**config.mk**
```make
export PLATFORM = sky130hd
export DESIGN_NAME = wb_port_arbiter
export DESIGN_NICKNAME = d
export VERILOG_FILES = /design/src/rtl/wb_arb_pkg.sv /design/src/rtl/wb_src_slot.sv /design/src/rtl/wb_port_arbiter.sv
export SDC_FILE = /design/constraint.sdc
export NUM_CORES = 1
export LEC_CHECK = 0
export ABC_AREA = 0
export CAP_MARGIN = 20
export CELL_PAD_IN_SITES_DETAIL_PLACEMENT = 1
export CELL_PAD_IN_SITES_GLOBAL_PLACEMENT = 1
export CORE_MARGIN = 4
export CORE_UTILIZATION = 41
export CTS_BUF_LIST = sky130_fd_sc_hd__clkbuf_4 sky130_fd_sc_hd__clkbuf_8 sky130_fd_sc_hd__clkbuf_16
export DETAILED_ROUTE_END_ITERATION = 10
export PLACE_DENSITY_LB_ADDON = 0.1
export SLEW_MARGIN = 40
export SYNTH_ARGS = -nofsm -noshare
export SYNTH_HDL_FRONTEND = slang
export SYNTH_SLANG_ARGS = --single-unit
```
**constraint.sdc**
```tcl
create_clock -name clk_i -period 21.5 [get_ports clk_i]
set_input_delay 2.15 -clock clk_i [delete_from_list [all_inputs] [get_ports clk_i]]
set_output_delay 2.15 -clock clk_i [all_outputs]
set_load 0.05 [all_outputs]
```
**src/rtl/wb_arb_pkg.sv**
```systemverilog
// Shared types and constants for the register-file writeback port arbiter.
// The source encoding here is also the encoding of write_grant_src_o.
package wb_arb_pkg;

    localparam logic [1:0] SRC_NONE  = 2'd0;
    localparam logic [1:0] SRC_EXE   = 2'd1;
    localparam logic [1:0] SRC_MULT5 = 2'd2;
    localparam logic [1:0] SRC_CACHE = 2'd3;

    localparam int CNT_W = 4;

    typedef struct packed {
        logic [31:0] data;
        logic [4:0]  addr;
        logic [31:0] exc;
        logic [31:0] instruction;
        logic [31:0] pc;
    } wb_entry_t;

endpackage

```
**src/rtl/wb_src_slot.sv**
```systemverilog
// One-entry holding slot for a single writeback producer, with a saturating
// wait counter that marks the buffered entry as starved.
module wb_src_slot
    import wb_arb_pkg::*;
#(
    parameter int STARVE_LIMIT = 4
) (
    input  logic      clk_i,
    input  logic      rst_i,
    input  logic      kill_i,
    input  logic      in_valid_i,
    input  wb_entry_t in_entry_i,
    input  logic      grant_i,
    output wb_entry_t cand_o,
    output logic      cand_valid_o,
    output logic      starved_o,
    output logic      stall_o
);

    localparam logic [CNT_W-1:0] LIMIT = CNT_W'(STARVE_LIMIT);

    logic             full_q, full_d;
    logic [CNT_W-1:0] cnt_q, cnt_d;
    wb_entry_t        entry_q, entry_d;

    // A full slot always shadows the incoming entry; incoming data while full
    // is a protocol violation and is simply ignored.
    assign cand_o       = full_q ? entry_q : in_entry_i;
    assign cand_valid_o = full_q | in_valid_i;
    assign starved_o    = full_q && (cnt_q == LIMIT);
    assign stall_o      = full_q;

    always_comb begin
        full_d  = full_q;
        cnt_d   = cnt_q;
        entry_d = entry_q;
        if (rst_i || kill_i) begin
            full_d = 1'b0;
            cnt_d  = '0;
        end else if (full_q) begin
            if (grant_i) begin
                full_d = 1'b0;
                cnt_d  = '0;
            end else if (cnt_q != LIMIT) begin
                cnt_d = cnt_q + CNT_W'(1);
            end
        end else if (in_valid_i && !grant_i) begin
            full_d  = 1'b1;
            cnt_d   = '0;
            entry_d = in_entry_i;
        end
    end

    always_ff @(posedge clk_i) begin
        if (rst_i) begin
            full_q <= 1'b0;
            cnt_q  <= '0;
        end else begin
            full_q <= full_d;
            cnt_q  <= cnt_d;
        end
    end

    // Payload is qualified by full_q, so it needs no reset.
    always_ff @(posedge clk_i) begin
        entry_q <= entry_d;
    end

endmodule

```
**src/rtl/wb_port_arbiter.sv**
```systemverilog
// Lossless arbiter for the single integer register-file write port shared by
// the execute stage, the 5-stage multiplier and the data cache.
module wb_port_arbiter
    import wb_arb_pkg::*;
#(
    parameter int STARVE_LIMIT = 4
) (
    input  logic        clk_i,
    input  logic        rst_i,
    input  logic        kill_i,

    input  logic        exe_valid_i,
    input  logic [31:0] exe_write_data_i,
    input  logic [4:0]  exe_write_addr_i,
    input  logic [31:0] exe_exc_bits_i,
    input  logic [31:0] exe_instruction_i,
    input  logic [31:0] exe_pc_i,
    output logic        exe_stall_o,

    input  logic        mult5_valid_i,
    input  logic [31:0] mult5_write_data_i,
    input  logic [4:0]  mult5_write_addr_i,
    input  logic [31:0] mult5_exc_bits_i,
    input  logic [31:0] mult5_instruction_i,
    input  logic [31:0] mult5_pc_i,
    output logic        mult5_stall_o,

    input  logic        cache_valid_i,
    input  logic [31:0] cache_write_data_i,
    input  logic [4:0]  cache_write_addr_i,
    input  logic [31:0] cache_exc_bits_i,
    input  logic [31:0] cache_instruction_i,
    input  logic [31:0] cache_pc_i,
    output logic        cache_stall_o,

    output logic [31:0] write_int_write_data_o,
    output logic [4:0]  write_write_addr_o,
    output logic        write_int_write_enable_o,
    output logic [31:0] write_exc_bits_o,
    output logic [31:0] write_instruction_o,
    output logic [31:0] write_pc_o,
    output logic [1:0]  write_grant_src_o
);

    wb_entry_t exe_in, mult5_in, cache_in;
    wb_entry_t exe_cand, mult5_cand, cache_cand;
    logic      exe_cv, mult5_cv, cache_cv;
    logic      exe_st, mult5_st, cache_st;
    logic [1:0] sel;
    wb_entry_t  sel_entry;

    assign exe_in   = '{exe_write_data_i, exe_write_addr_i, exe_exc_bits_i,
                        exe_instruction_i, exe_pc_i};
    assign mult5_in = '{mult5_write_data_i, mult5_write_addr_i, mult5_exc_bits_i,
                        mult5_instruction_i, mult5_pc_i};
    assign cache_in = '{cache_write_data_i, cache_write_addr_i, cache_exc_bits_i,
                        cache_instruction_i, cache_pc_i};

    wb_src_slot #(.STARVE_LIMIT(STARVE_LIMIT)) u_exe_slot (
        .clk_i(clk_i), .rst_i(rst_i), .kill_i(kill_i),
        .in_valid_i(exe_valid_i), .in_entry_i(exe_in), .grant_i(sel == SRC_EXE),
        .cand_o(exe_cand), .cand_valid_o(exe_cv), .starved_o(exe_st),
        .stall_o(exe_stall_o)
    );

    wb_src_slot #(.STARVE_LIMIT(STARVE_LIMIT)) u_mult5_slot (
        .clk_i(clk_i), .rst_i(rst_i), .kill_i(kill_i),
        .in_valid_i(mult5_valid_i), .in_entry_i(mult5_in), .grant_i(sel == SRC_MULT5),
        .cand_o(mult5_cand), .cand_valid_o(mult5_cv), .starved_o(mult5_st),
        .stall_o(mult5_stall_o)
    );

    wb_src_slot #(.STARVE_LIMIT(STARVE_LIMIT)) u_cache_slot (
        .clk_i(clk_i), .rst_i(rst_i), .kill_i(kill_i),
        .in_valid_i(cache_valid_i), .in_entry_i(cache_in), .grant_i(sel == SRC_CACHE),
        .cand_o(cache_cand), .cand_valid_o(cache_cv), .starved_o(cache_st),
        .stall_o(cache_stall_o)
    );

    // Any starved slot outranks every fresh candidate; ties use mult5 > cache > exe.
    always_comb begin
        sel = SRC_NONE;
        if (mult5_st || cache_st || exe_st) begin
            if (mult5_st)      sel = SRC_MULT5;
            else if (cache_st) sel = SRC_CACHE;
            else               sel = SRC_EXE;
        end else if (mult5_cv) begin
            sel = SRC_MULT5;
        end else if (cache_cv) begin
            sel = SRC_CACHE;
        end else if (exe_cv) begin
            sel = SRC_EXE;
        end
    end

    always_comb begin
        case (sel)
            SRC_EXE:   sel_entry = exe_cand;
            SRC_MULT5: sel_entry = mult5_cand;
            SRC_CACHE: sel_entry = cache_cand;
            default:   sel_entry = '0;
        endcase
    end

    wb_entry_t  out_q, out_d;
    logic       en_q, en_d;
    logic [1:0] src_q, src_d;

    // Payload holds when idle or killed; only a reset clears it.
    always_comb begin
        out_d = out_q;
        en_d  = 1'b0;
        src_d = SRC_NONE;
        if (rst_i) begin
            out_d = '0;
        end else if (!kill_i && sel != SRC_NONE) begin
            out_d = sel_entry;
            en_d  = 1'b1;
            src_d = sel;
        end
    end

    always_ff @(posedge clk_i) begin
        if (rst_i) begin
            en_q  <= 1'b0;
            src_q <= SRC_NONE;
        end else begin
            en_q  <= en_d;
            src_q <= src_d;
        end
        out_q <= out_d;
    end

    assign write_int_write_data_o   = out_q.data;
    assign write_write_addr_o       = out_q.addr;
    assign write_exc_bits_o         = out_q.exc;
    assign write_instruction_o      = out_q.instruction;
    assign write_pc_o               = out_q.pc;
    assign write_int_write_enable_o = en_q;
    assign write_grant_src_o        = src_q;

endmodule

```
== Word level (Yosys, flattened, before mapping) ==
Index checks and enable logic that the tools add are counted.

* Flip-flop bits (word level): 550
* Input bits: 405
* Word-level logic and storage cells: 109

* $add $sub $neg: 3
* Eq/ne operators: 12
* Muxes and demuxes: 32
* Bitwise operators: 8
* Reduce and logical (&&, ||, !) cells: 26

{| class="wikitable"
|+ Operators with widths
! kind !! count
|-
| $mux 133 || 3
|-
| $pmux 133 s3 || 1
|-
| $mux 4 || 12
|-
| $add 4x1->4 const B || 3
|-
| $eq 4x3->1 const B || 3
|-
| $ne 4x3->1 const B || 3
|-
| $mux 1 || 11
|-
| $mux 2 || 5
|-
| $ne 3x2->1 const B || 3
|-
| $reduce_and 3->1 || 3
|-
| $reduce_bool 2->1 || 4
|-
| $logic_and 1x1->1 || 7
|-
| $reduce_and 2->1 || 3
|-
| $not 1->1 || 5
|-
| $eq 2x2->1 const B || 2
|-
| $logic_not 1->1 || 4
|-
| $reduce_or 2->1 || 2
|-
| $logic_or 1x1->1 || 3
|-
| $or 1x1->1 || 3
|-
| $eq 2x1->1 const B || 1
|}

== Depth between registers and ports, before layout ==
Gate-level depths: netlist of run 1.

* Word-level depth: 10
* Gate-level depth with buffers: 9
* Gate-level depth less buffers: 6

== Hierarchy ==
From an unflattened synthesis of run 1, not the netlist that was laid out.

* Cell total of the unflattened synthesis: 1730
* Area total of the unflattened synthesis: 24463.5 µm²

{| class="wikitable"
|+ Modules (own cells, without submodules)
! module !! times used !! cells each !! area an instance (µm²) !! seq. area each (µm²)
|-
| wb_src_slot || 3 || 319 || 5950.7 || 4093.9
|-
| wb_port_arbiter || 1 || 773 || 6611.3 || 2722.6
|}

== Least setup slack after synthesis of run 1 ==
OpenSTA, ideal clock, no wires.

* Path type: input-to-reg
* Start: in rst_i
* End: reg u_exe_slot.entry_q[0] (netlist name), enable pin
* Setup time: 998 ps
* Arrival time: 16376 ps
* Setup slack: 4125 ps
* Stages on the path: 4
* Path buffers: 2
* Cell sequence: clkbuf_1 > or2_2 > clkbuf_1 > nor4b_1

* Word-level cells in the longest chain between the ends: 3

{| class="wikitable"
|+ Ends and longest elaborated chain
! element !! RTL line !! text
|-
| start: declaration || wb_port_arbiter.sv:9 || <nowiki>input logic rst_i,</nowiki>
|-
| $logic_or 1x1->1 || wb_src_slot.sv:37 || <nowiki>if (rst_i || kill_i) begin</nowiki>
|-
| $not 1->1 (no source line) || - ||
|-
| $reduce_and 3->1 (no source line) || - ||
|-
| end signal: assignment || wb_src_slot.sv:66 || <nowiki>entry_q <= entry_d;</nowiki>
|-
| end: declaration || wb_src_slot.sv:24 || <nowiki>wb_entry_t entry_q, entry_d;</nowiki>
|}

Every way passes these cells.
A chain may end at the register's enable or synchronous reset.

== Worst setup path after layout of run 1 ==
* Start: reg u_cache_slot.full_q (netlist: u_cache_slot.stall_o)
* End: out cache_stall_o

{| class="wikitable"
|+ RTL lines
! element !! RTL line !! text
|-
| start: declaration || wb_src_slot.sv:22 || <nowiki>logic full_q, full_d;</nowiki>
|-
| start signal: assignment || wb_src_slot.sv:59 || <nowiki>full_q <= full_d;</nowiki>
|-
| end: declaration || wb_port_arbiter.sv:34 || <nowiki>output logic cache_stall_o,</nowiki>
|}

No word-level cell between the ends.

==> flow_metrics.env, run 1 <==
export IMPL_status="finished, final reports clean"
export IMPL_power_density_nw_per_um2=81.1
export IMPL_area_delta_synth_final_pct=33.9
export IMPL_cp_slowest_cell="clkdlybuf4s50_1"
export IMPL_start_util_pct=41.7
export IMPL_max_slew_margin_pct=41.0
export IMPL_fp_row_count=88
export IMPL_ios=544
export IMPL_crit_required_ns=19.35
export IMPL_drv_cap=0
export IMPL_post_route_drc_count=0
export IMPL_synth_edff_count=399
export IMPL_cts_sinks=550
export IMPL_path_depth=2
export IMPL_drive_gt1_share_pct=18.7
export IMPL_crit_start="u_cache_slot.stall_o"
export IMPL_grt_pass1_wl_mm=128
export IMPL_cts_hold_buf=0
export IMPL_crit_fanout=63
export IMPL_crit_arrival_ns=3.01
export IMPL_slew_viol_final=0
export IMPL_clock_skew_ns=0.0281
export IMPL_die_y_microns=251
export IMPL_dieArea_sq_um=63000
export IMPL_routabilityCongestion=0.781
export IMPL_dr_first_iter_drc_count=1169
export IMPL_synth_area_sq_um=24200
export IMPL_cts_clk_slew_worst_paths_ns=0.06
export IMPL_r2r_cells=8
export IMPL_r2r_end="u_cache_slot.entry_q[39]"
export IMPL_grt_max_degree=101
export IMPL_routed_top_layer="met5"
export IMPL_critPathBufInv=2
export IMPL_cts_tree="done"
export IMPL_dp_hpwl_mm=55.0
export IMPL_rsz0062_at_grt="no"
export IMPL_startpoint_type="flip-flop"
export IMPL_syn_inst=1757
export IMPL_hold_viol_final=0
export IMPL_fin_setup_tns_ns=0
export IMPL_crit_chain="buf_4 -> clkdlybuf4s50_1"
export IMPL_cp_end_kind="output pin"
export IMPL_hold_path_startpoint="write_pc_o[31]"
export IMPL_nets=2625
export IMPL_synth_fp_nets=2168
export IMPL_die_width_microns=251
export IMPL_wl_met2_mm=42.1
export IMPL_wl_met1_mm=35.4
export IMPL_synth_cell_types=43
export IMPL_min_period_ns=5.16
export IMPL_first_pass_iters=5
export IMPL_grt_usage_pct=26.3
export IMPL_syn_avg_cell_area_sq_um=13.8
export IMPL_met3_wirelength_mm=6.64
export IMPL_core_area_sq_um=58000
export IMPL_final_common_cell="clkdlybuf4s50_1"
export IMPL_postCtsSetupBuffers=0
export IMPL_routed_wl_mm=86.6
export IMPL_synth_yosys_seq_area_share_pct=62.0
export IMPL_grt_antenna_before_repair=37
export IMPL_crit_family="buffers and inverters"
export IMPL_wl_per_cell_microns=28.4
export IMPL_insertion_delay_ns=0.63
export IMPL_portBuffers=543
export IMPL_setup_viol=0
export IMPL_yosys_warnings=0
export IMPL_holdCritPathClass="reg -> reg"
export IMPL_vias_per_cell=6.02
export IMPL_worst_pin_slew_ns=0.885
export IMPL_cellLeakagePower_nw=10.2
export IMPL_clk_path_buf_depth=3
export IMPL_crit_end="cache_stall_o"
export IMPL_cts_root_buf="clkbuf_16"
export IMPL_layout_common_cells="542 x clkdlybuf4s50_1, 399 x edfxtp_1, 267 x mux2_2"
export IMPL_htreeDepth=2
export IMPL_timing_fmax_mhz=194
export IMPL_critPathMaxStageDelay_ns=0.93
export IMPL_grt_remaining_overflow=0
export IMPL_finalCritPeriodShare_pct=24.0
export IMPL_reg2reg_slack_ns=16.92
export IMPL_cts_buffers=60
export IMPL_grt_pass1_vias=19200
export IMPL_cts_resized=0
export IMPL_holdWs_ns=0.500
export IMPL_ys_ff_latch=550
export IMPL_async_reset_ff_share_pct=0
export IMPL_ir_drop_uv=55.5
export IMPL_r2r_start="u_exe_slot.stall_o"
export IMPL_ant_nets=0
export IMPL_synth_top_flop_cell="edfxtp_1"
export IMPL_num_vias=18400
export IMPL_crit_type="reg -> out"
## registers in the layout, indices dropped and copies added (netlist names)
register	cells
u_cache_slot.entry_q	133
write_int_write_data_o	32
write_grant_src_o	2
u_mult5_slot.stall_o	1
write_instruction_o	32
u_exe_slot.entry_q	133
write_write_addr_o	5
write_pc_o	32
u_mult5_slot.entry_q	133
u_mult5_slot.cnt_q	4
write_exc_bits_o	32
u_cache_slot.stall_o	1
u_cache_slot.cnt_q	4
u_exe_slot.stall_o	1
write_int_write_enable_o	1
u_exe_slot.cnt_q	4
## worst min-delay path by stage
stage | depth (start not counted) | to | slack [ns]
global route | 2 | write_pc_o[26] | 0.52
global placement | 1 | u_mult5_slot.cnt_q[3] | 0.46
detailed placement | 2 | write_int_write_data_o[31] | 0.50
CTS | 2 | write_exc_bits_o[14] | 0.50
floorplan | 1 | u_mult5_slot.cnt_q[3] | 0.44
finish | 2 | write_pc_o[31] | 0.50
## cell type report
type	instances	area (sq um)
diodes	19	47.5
clock buffers	95	1940
clock inverters	17	156
fillers	5639	25600
inverters	7	26.3
multi-input cells	1019	8490
flip-flops and latches	550	15000
well taps	765	957
repair buffers	576	5780
## metal layers
layer	up-vias	GRT usage (%)
met5	-	0
li1	8117	-
met3	145	7.40
met2	635	43.1
met4	36	8.10
met1	9422	34.2
## metrics by stage
step | setup WS, ns | power, mW | std cells | utilization [%] | cell area [sq um]
CTS | 16.27 | 2.65 | 3027 | 55.7 | 32300
floorplan | 4.13 | 1.39 | 1757 | - | 24200
global placement | 15.87 | 1.56 | 2915 | 52.0 | 30200
finish | 16.34 | 2.63 | 3048 | 55.8 | 32400
detailed placement | 16.07 | 1.56 | 2915 | 52.1 | 30200
global route | 16.18 | 2.72 | 3040 | 55.8 | 32400
## cells in the mapped netlist, types with 2 or more instances
cell	n	area share [%]
or3_1	2	0.052
ha_1	6	0.31
o21ai_0	6	0.12
nor4b_1	2	0.072
and4b_1	3	0.12
nand2_1	7	0.11
a31oi_1	3	0.078
a21oi_1	9	0.19
a311oi_1	133	4.8
inv_1	7	0.11
nand3_1	5	0.10
nand2b_1	134	3.5
o31ai_4	2	0.18
clkbuf_1	132	2.0
buf_2	39	0.81
a211o_1	4	0.14
nor3b_1	3	0.093
buf_1	8	0.12
o211ai_1	3	0.093
mux2_2	267	12
o2111ai_1	134	4.8
nand4b_1	3	0.11
nor2_1	142	2.2
nand4_1	2	0.052
dfxtp_1	151	12
edfxtp_1	399	49
a32oi_1	133	4.8
nor3_1	2	0.041
or2_2	2	0.052
## where the power goes
group,leakage (nW),total (mW),internal [mW],switching (mW)
Sequential,4.87,1.19,1.17,0.0193
Clock,1.06,1.08,0.649,0.433
Combinational,4.30,0.354,0.157,0.198
## cells by family after synthesis
group	count (synthesis)	synth area share, %
adders and majority gates	6	0.310
AOI/OAI and AO/OA	434	15.5
buffers and inverters	188	3.16
muxes	267	12.4
DFF	550	62.0
and+or+nand+nor	312	6.61
## worst reg2reg max path: stages (launching register included)
cell and delay [ns]:
dfxtp_4 0.65, buf_6 0.60, buf_6 0.65, nand4b_1 0.46, a21oi_1 0.29, o21ai_0 0.18
nor3b_2 0.27, buf_4 0.41, buf_6 0.57
(Power assumes the default switching activity.)
==> run 2, diff against run 1 <==
==> constraint.sdc (replaced) <==
create_clock -name clk_i -period 4.9 [get_ports clk_i]
set_input_delay 0.49 -clock clk_i [delete_from_list [all_inputs] [get_ports clk_i]]
set_output_delay 0.49 -clock clk_i [all_outputs]
set_load 0.05 [all_outputs]
==> run 2 against run 1 <==
Effect of this change:
- clock skew fell by 0.013 ns
- sequential cell count did not move
- sequential power rose to 4.4 times the previous value
- critical path depth did not move
- setup slack got worse by 15 ns
- cell area barely moved
- hold slack got worse by 0.13 ns
- non-clock buffer count fell by 3
- routed wire length fell by 1.4%
- largest cell class unchanged
==> flow_metrics.env, run 2 (synthesis results as in run 1) <==
export IMPL_ant_nets=0
export IMPL_crit_start="u_exe_slot.stall_o"
export IMPL_cts_hold_buf=0
export IMPL_routabilityCongestion=0.812
export IMPL_ios=544
export IMPL_grt_pass1_vias=19200
export IMPL_r2r_end="u_cache_slot.entry_q[34]"
export IMPL_pre_cts_ws_ns=1.48
export IMPL_dp_hpwl_mm=53.7
export IMPL_nets=2623
export IMPL_holdCritPathClass="in -> reg"
export IMPL_critPathMaxStageDelay_ns=0.97
export IMPL_portBuffers=543
export IMPL_status="finished, final reports clean"
export IMPL_met3_usage_pct=6.84
export IMPL_worst_pin_slew_ns=0.934
export IMPL_r2r_start="u_mult5_slot.stall_o"
export IMPL_clock_skew_ns=0.0156
export IMPL_hold_path_startpoint="rst_i"
export IMPL_combPwrFrac_pct=13.5
export IMPL_post_route_drc_count=0
export IMPL_hold_viol_final=0
export IMPL_holdWs_ns=0.371
export IMPL_busiest_layer="met2"
export IMPL_critPathBufInv=2
export IMPL_die_width_microns=251
export IMPL_num_vias=18200
export IMPL_dieArea_sq_um=63000
export IMPL_core_area_sq_um=58000
export IMPL_crit_chain="buf_4 -> clkdlybuf4s50_1"
export IMPL_drive_gt1_share_pct=18.9
export IMPL_worstHoldPathCells=3
export IMPL_grt_usage_pct=25.9
export IMPL_power_switching_mw=2.83
export IMPL_internal_power_mw=8.67
export IMPL_slew_viol_final=0
export IMPL_setup_viol=0
export IMPL_cts_resized=0
export IMPL_grt_antenna_before_repair=34
export IMPL_grt_max_degree=137
export IMPL_dr_first_iter_drc_count=1160
export IMPL_clk_path_buf_depth=3
export IMPL_start_util_pct=41.7
export IMPL_cts_root_buf="clkbuf_16"
export IMPL_gr_usage_met2_pct=41.7
export IMPL_grt_pass1_wl_mm=126
export IMPL_crit_family="buffers and inverters"
export IMPL_whs_endpoint="write_grant_src_o[0]"
export IMPL_cts_sinks=550
export IMPL_vias_per_cell=5.97
export IMPL_finalCritPeriodShare_pct=76.3
export IMPL_cp_slowest_cell="clkdlybuf4s50_1"
export IMPL_cts_tree="done"
export IMPL_wl_per_cell_microns=28.0
export IMPL_p_sw_share_pct=24.6
export IMPL_cellLeakagePower_nw=10.2
export IMPL_timing_fmax_mhz=268
export IMPL_placed_area_sq_um=30300
export IMPL_rsz0062_at_grt="no"
export IMPL_fp_row_count=88
export IMPL_cts_buffers=61
export IMPL_grtUsageMet1_pct=34.5
export IMPL_r2r_cells=6
export IMPL_largest_registers="u_cache_slot.entry_q (133), u_exe_slot.entry_q (133), u_mult5_slot.entry_q (133)"
export IMPL_htreeDepth=2
export IMPL_fin_ws_ns=1.16
export IMPL_cp_end_kind="output pin"
export IMPL_reg2reg_slack_ns=1.50
export IMPL_grt_remaining_overflow=0
export IMPL_first_pass_iters=5
export IMPL_die_y_microns=251
export IMPL_routed_wl_mm=85.4
export IMPL_crit_type="reg -> out"
export IMPL_postCtsSetupBuffers=0
export IMPL_ir_drop_uv=308
export IMPL_power_density_nw_per_um2=355
export IMPL_fillers=5589
export IMPL_drv_cap=0
export IMPL_layout_common_cells="542 x clkdlybuf4s50_1, 399 x edfxtp_1, 267 x mux2_2"
export IMPL_cts_clk_slew_worst_paths_ns=0.06
export IMPL_min_period_ns=3.74
export IMPL_power_frac_seq_pct=45.4
export IMPL_insertion_delay_ns=0.62
export IMPL_startpoint_type="flip-flop"
export IMPL_crit_fanout=50
export IMPL_crit_required_ns=4.41
export IMPL_area_delta_synth_final_pct=33.9
export IMPL_stdcell_area_sq_um=32400
export IMPL_clkPwrFrac_pct=41.1
export IMPL_crit_arrival_ns=3.25
export IMPL_max_slew_margin_pct=37.7
export IMPL_final_common_cell="clkdlybuf4s50_1"
==> run 2: changes by cell type in the layout (fill, tap and decap cells not counted), moves of 4 or more <==
cell | previous run | this run
buf_6 | 20 | 8
clkbuf_4 | 13 | 28
clkinv_2 | 11 | 3
clkbuf_8 | 19 | 11
buf_12 | 1 | 7
buf_4 | 12 | 16
==> run 2: per-layer routing <==
metal,vias up,share of wire [%]
met3,137,7.5
met4,28,2.6
met5,-,0.22
met1,9300,42
met2,649,47
li1,8103,-
==> run 2: metrics by stage <==
| step | cells | setup TNS [ns] | total power [mW] | utilization (%) |
|---|---|---|---|---|
| final | 3050 | 0 | 11.5 | 55.9 |
| after global routing | 3040 | 0 | 11.9 | 55.8 |
| after CTS | 3028 | 0 | 11.6 | 55.8 |
| after detailed placement | 2913 | 0 | 6.87 | 52.2 |
| after global placement | 2913 | 0 | 6.83 | 52.1 |
| after floorplan | 1757 | -302.33 | 6.10 | - |
==> run 2: power groups by stage <==
stage / Combinational (mW) / Sequential, mW / Clock [mW]
after global placement: 1.52 / 5.32 / 0
after CTS: 1.56 / 5.22 / 4.82
after floorplan: 0.490 / 5.61 / 0
after detailed placement: 1.55 / 5.32 / 0
final: 1.55 / 5.22 / 4.72
after global routing: 1.64 / 5.24 / 5.01
==> run 2: worst register-to-register path, cell delays in order (launching register included) <==
cell and delay [ns]:
dfxtp_4 0.67, buf_4 0.68, nor2_1 0.32, a21oi_1 0.23, o21ai_0 0.18, nor3b_4 0.34
buf_6 0.53
==> run 2: final cells by class <==
| type | count | area, sq um | share of cell area (%) |
|---|---|---|---|
| antenna | 21 | 52.6 | 0.162 |
| clock buffer | 102 | 1940 | 5.98 |
| clock inverter | 13 | 140 | 0.432 |
| inverter | 7 | 26.3 | 0.0810 |
| multi-input combinational | 1019 | 8520 | 26.3 |
| sequential | 550 | 15000 | 46.3 |
| tap | 765 | 957 | 2.95 |
| timing repair buffer | 573 | 5780 | 17.8 |
==> run 2: worst max-delay path by stage <==
| stage | endpoint | slack, ns | cells after the start |
|---|---|---|---|
| after CTS | exe_stall_o | 1.06 | 2 |
| after global placement | u_cache_slot.entry_q[126] | 1.36 | 6 |
| after global routing | exe_stall_o | 1.05 | 2 |
| final | exe_stall_o | 1.16 | 2 |
| after detailed placement | u_cache_slot.entry_q[32] | 1.48 | 6 |
| after floorplan | u_exe_slot.entry_q[0] | -1.03 | 8 |
==> run 3, diff against run 2 <==
==> constraint.sdc (replaced) <==
create_clock -name clk_i -period 3.53 [get_ports clk_i]
set_input_delay 0.353 -clock clk_i [delete_from_list [all_inputs] [get_ports clk_i]]
set_output_delay 0.353 -clock clk_i [all_outputs]
set_load 0.05 [all_outputs]
==> run 3 against run 2 <==
Effect of this change:
- register-to-register slack worse by 0.68 ns
- sequential cell count unchanged
- sequential power grew 39%
- hold slack got worse by 0.13 ns
- first-iteration DRC count up 12%
- combinational power rose by 42%
- cell area increased by 0.48%
- clock power grew 42%
- clock skew decreased by 0.0025 ns
- sequential share of layout area fell by 0.22 points
- non-clock buffer count is 3 higher
- power up 40%
- largest power group unchanged
==> flow_metrics.env, run 3 (synthesis results as in run 1) <==
export IMPL_ios=544
export IMPL_cts_resized=0
export IMPL_timing_fmax_mhz=310
export IMPL_ant_nets=0
export IMPL_placed_area_sq_um=30400
export IMPL_grt_usage_pct=26.7
export IMPL_cts_root_buf="clkbuf_16"
export IMPL_die_width_microns=251
export IMPL_portBuffers=543
export IMPL_drv_cap=0
export IMPL_clock_skew_ns=0.0131
export IMPL_setup_viol=0
export IMPL_holdCritPathClass="in -> reg"
export IMPL_crit_arrival_ns=2.87
export IMPL_htreeDepth=2
export IMPL_grt_remaining_overflow=0
export IMPL_dr_first_iter_drc_count=1299
export IMPL_dieArea_sq_um=63000
export IMPL_dp_hpwl_mm=54.4
export IMPL_crit_type="reg -> out"
export IMPL_routabilityCongestion=0.807
export IMPL_rsz0062_at_grt="no"
export IMPL_drive_gt1_share_pct=18.7
export IMPL_stdcell_area_sq_um=32600
export IMPL_layout_common_cells="542 x clkdlybuf4s50_1, 399 x edfxtp_1, 267 x mux2_2"
export IMPL_post_route_drc_count=0
export IMPL_nets=2624
export IMPL_grt_pass1_wl_mm=129
export IMPL_cts_tree="done"
export IMPL_area_delta_synth_final_pct=34.6
export IMPL_worst_pin_slew_ns=0.904
export IMPL_start_util_pct=41.7
export IMPL_insertion_delay_ns=0.62
export IMPL_holdWs_ns=0.237
export IMPL_critPathMaxStageDelay_ns=0.95
export IMPL_ir_drop_uv=338
export IMPL_cts_clk_slew_worst_paths_ns=0.06
export IMPL_crit_required_ns=3.18
export IMPL_postCtsSetupBuffers=0
export IMPL_min_period_ns=3.22
export IMPL_num_vias=18600
export IMPL_slew_viol_final=0
export IMPL_finalCritPeriodShare_pct=91.3
export IMPL_cp_slowest_cell="clkdlybuf4s50_1"
export IMPL_cts_hold_buf=0
export IMPL_grt_max_degree=138
export IMPL_first_pass_iters=5
export IMPL_final_common_cell="clkdlybuf4s50_1"
export IMPL_grt_antenna_before_repair=41
export IMPL_fp_row_count=88
export IMPL_clk_path_buf_depth=3
export IMPL_cts_buffers=59
export IMPL_vias_per_cell=6.10
export IMPL_status="finished, final reports clean"
export IMPL_cellLeakagePower_nw=10.3
export IMPL_hold_viol_final=0
export IMPL_core_area_sq_um=58000
export IMPL_max_slew_margin_pct=39.8
export IMPL_grt_pass1_vias=19400
export IMPL_routed_wl_mm=88.2
export IMPL_power_density_nw_per_um2=495
export IMPL_wl_per_cell_microns=28.9
export IMPL_crit_fanout=40
export IMPL_die_y_microns=251
export IMPL_cp_end_kind="output pin"
export IMPL_startpoint_type="flip-flop"
export IMPL_cts_sinks=550
export IMPL_largest_registers="u_cache_slot.entry_q (133), u_exe_slot.entry_q (133), u_mult5_slot.entry_q (133)"
export IMPL_crit_chain="buf_4 -> clkdlybuf4s50_1"
## run 3: cell types whose count changed in the layout (fill, tap and decap cells not counted), moves of 4 or more
cell,change
clkbuf_4,-19
bufinv_16,+6
clkinv_2,+10
buf_6,-4
buf_12,+10
## run 3: worst paths after layout
check                       startpoint                      to  slack, ns  cells past startpoint
setup / recovery  u_mult5_slot.stall_o           mult5_stall_o       0.31                      2
hold / removal                   rst_i    u_cache_slot.stall_o       0.24                      4
setup reg to reg  u_cache_slot.stall_o  u_exe_slot.entry_q[81]       0.82                      5
hold reg to reg         write_pc_o[19]          write_pc_o[19]       0.50                      2
## run 3: worst max-delay path: cells and delay by family (launching register included)
kind     cells  cell delay (ns)
flops        1             0.64
buf+inv      2             1.60
## run 3: layout make-up
type / count / area [sq um]
inverters: 7 / 26.3
repair buffers: 576 / 5910
well taps: 765 / 957
fillers: 5643 / 25400
multi-input cells: 1019 / 8520
clock inverters: 32 / 380
clock buffers: 79 / 1720
flip-flops and latches: 550 / 15000
diodes: 22 / 55.1
## run 3: layer usage
metal	GRT usage [%]	wire [microns]	vias to the layer above	part of all wire, %
li1	-	-	8121	-
met1	35.3	36600	9564	42
met2	43.1	41800	713	47
met3	6.76	6930	159	7.9
met4	8.83	2610	38	3.0
met5	0	265	-	0.30
## run 3: power breakdown
| group | switching (mW) | internal, mW | total [mW] |
|---|---|---|---|
| clock | 2.64 | 4.05 | 6.70 |
| combinational | 1.23 | 0.970 | 2.20 |
| sequential | 0.106 | 7.13 | 7.24 |
| total | 3.98 | 12.2 | 16.1 |
## run 3: through the flow
step / power [mW] / util [%] / cells / TNS (ns) / setup WS [ns]
6_report: 16.1 / 56.1 / 3050 / 0 / 0.305
5_1_grt: 16.6 / 56.1 / 3043 / 0 / 0.214
4_1_cts: 16.2 / 56.0 / 3028 / 0 / 0.233
3_5_place_dp: 9.56 / 52.4 / 2917 / 0 / 0.638
3_3_place_gp: 9.51 / 52.4 / 2917 / 0 / 0.726
2_1_floorplan: 8.47 / - / 1757 / -815.68 / -2.40
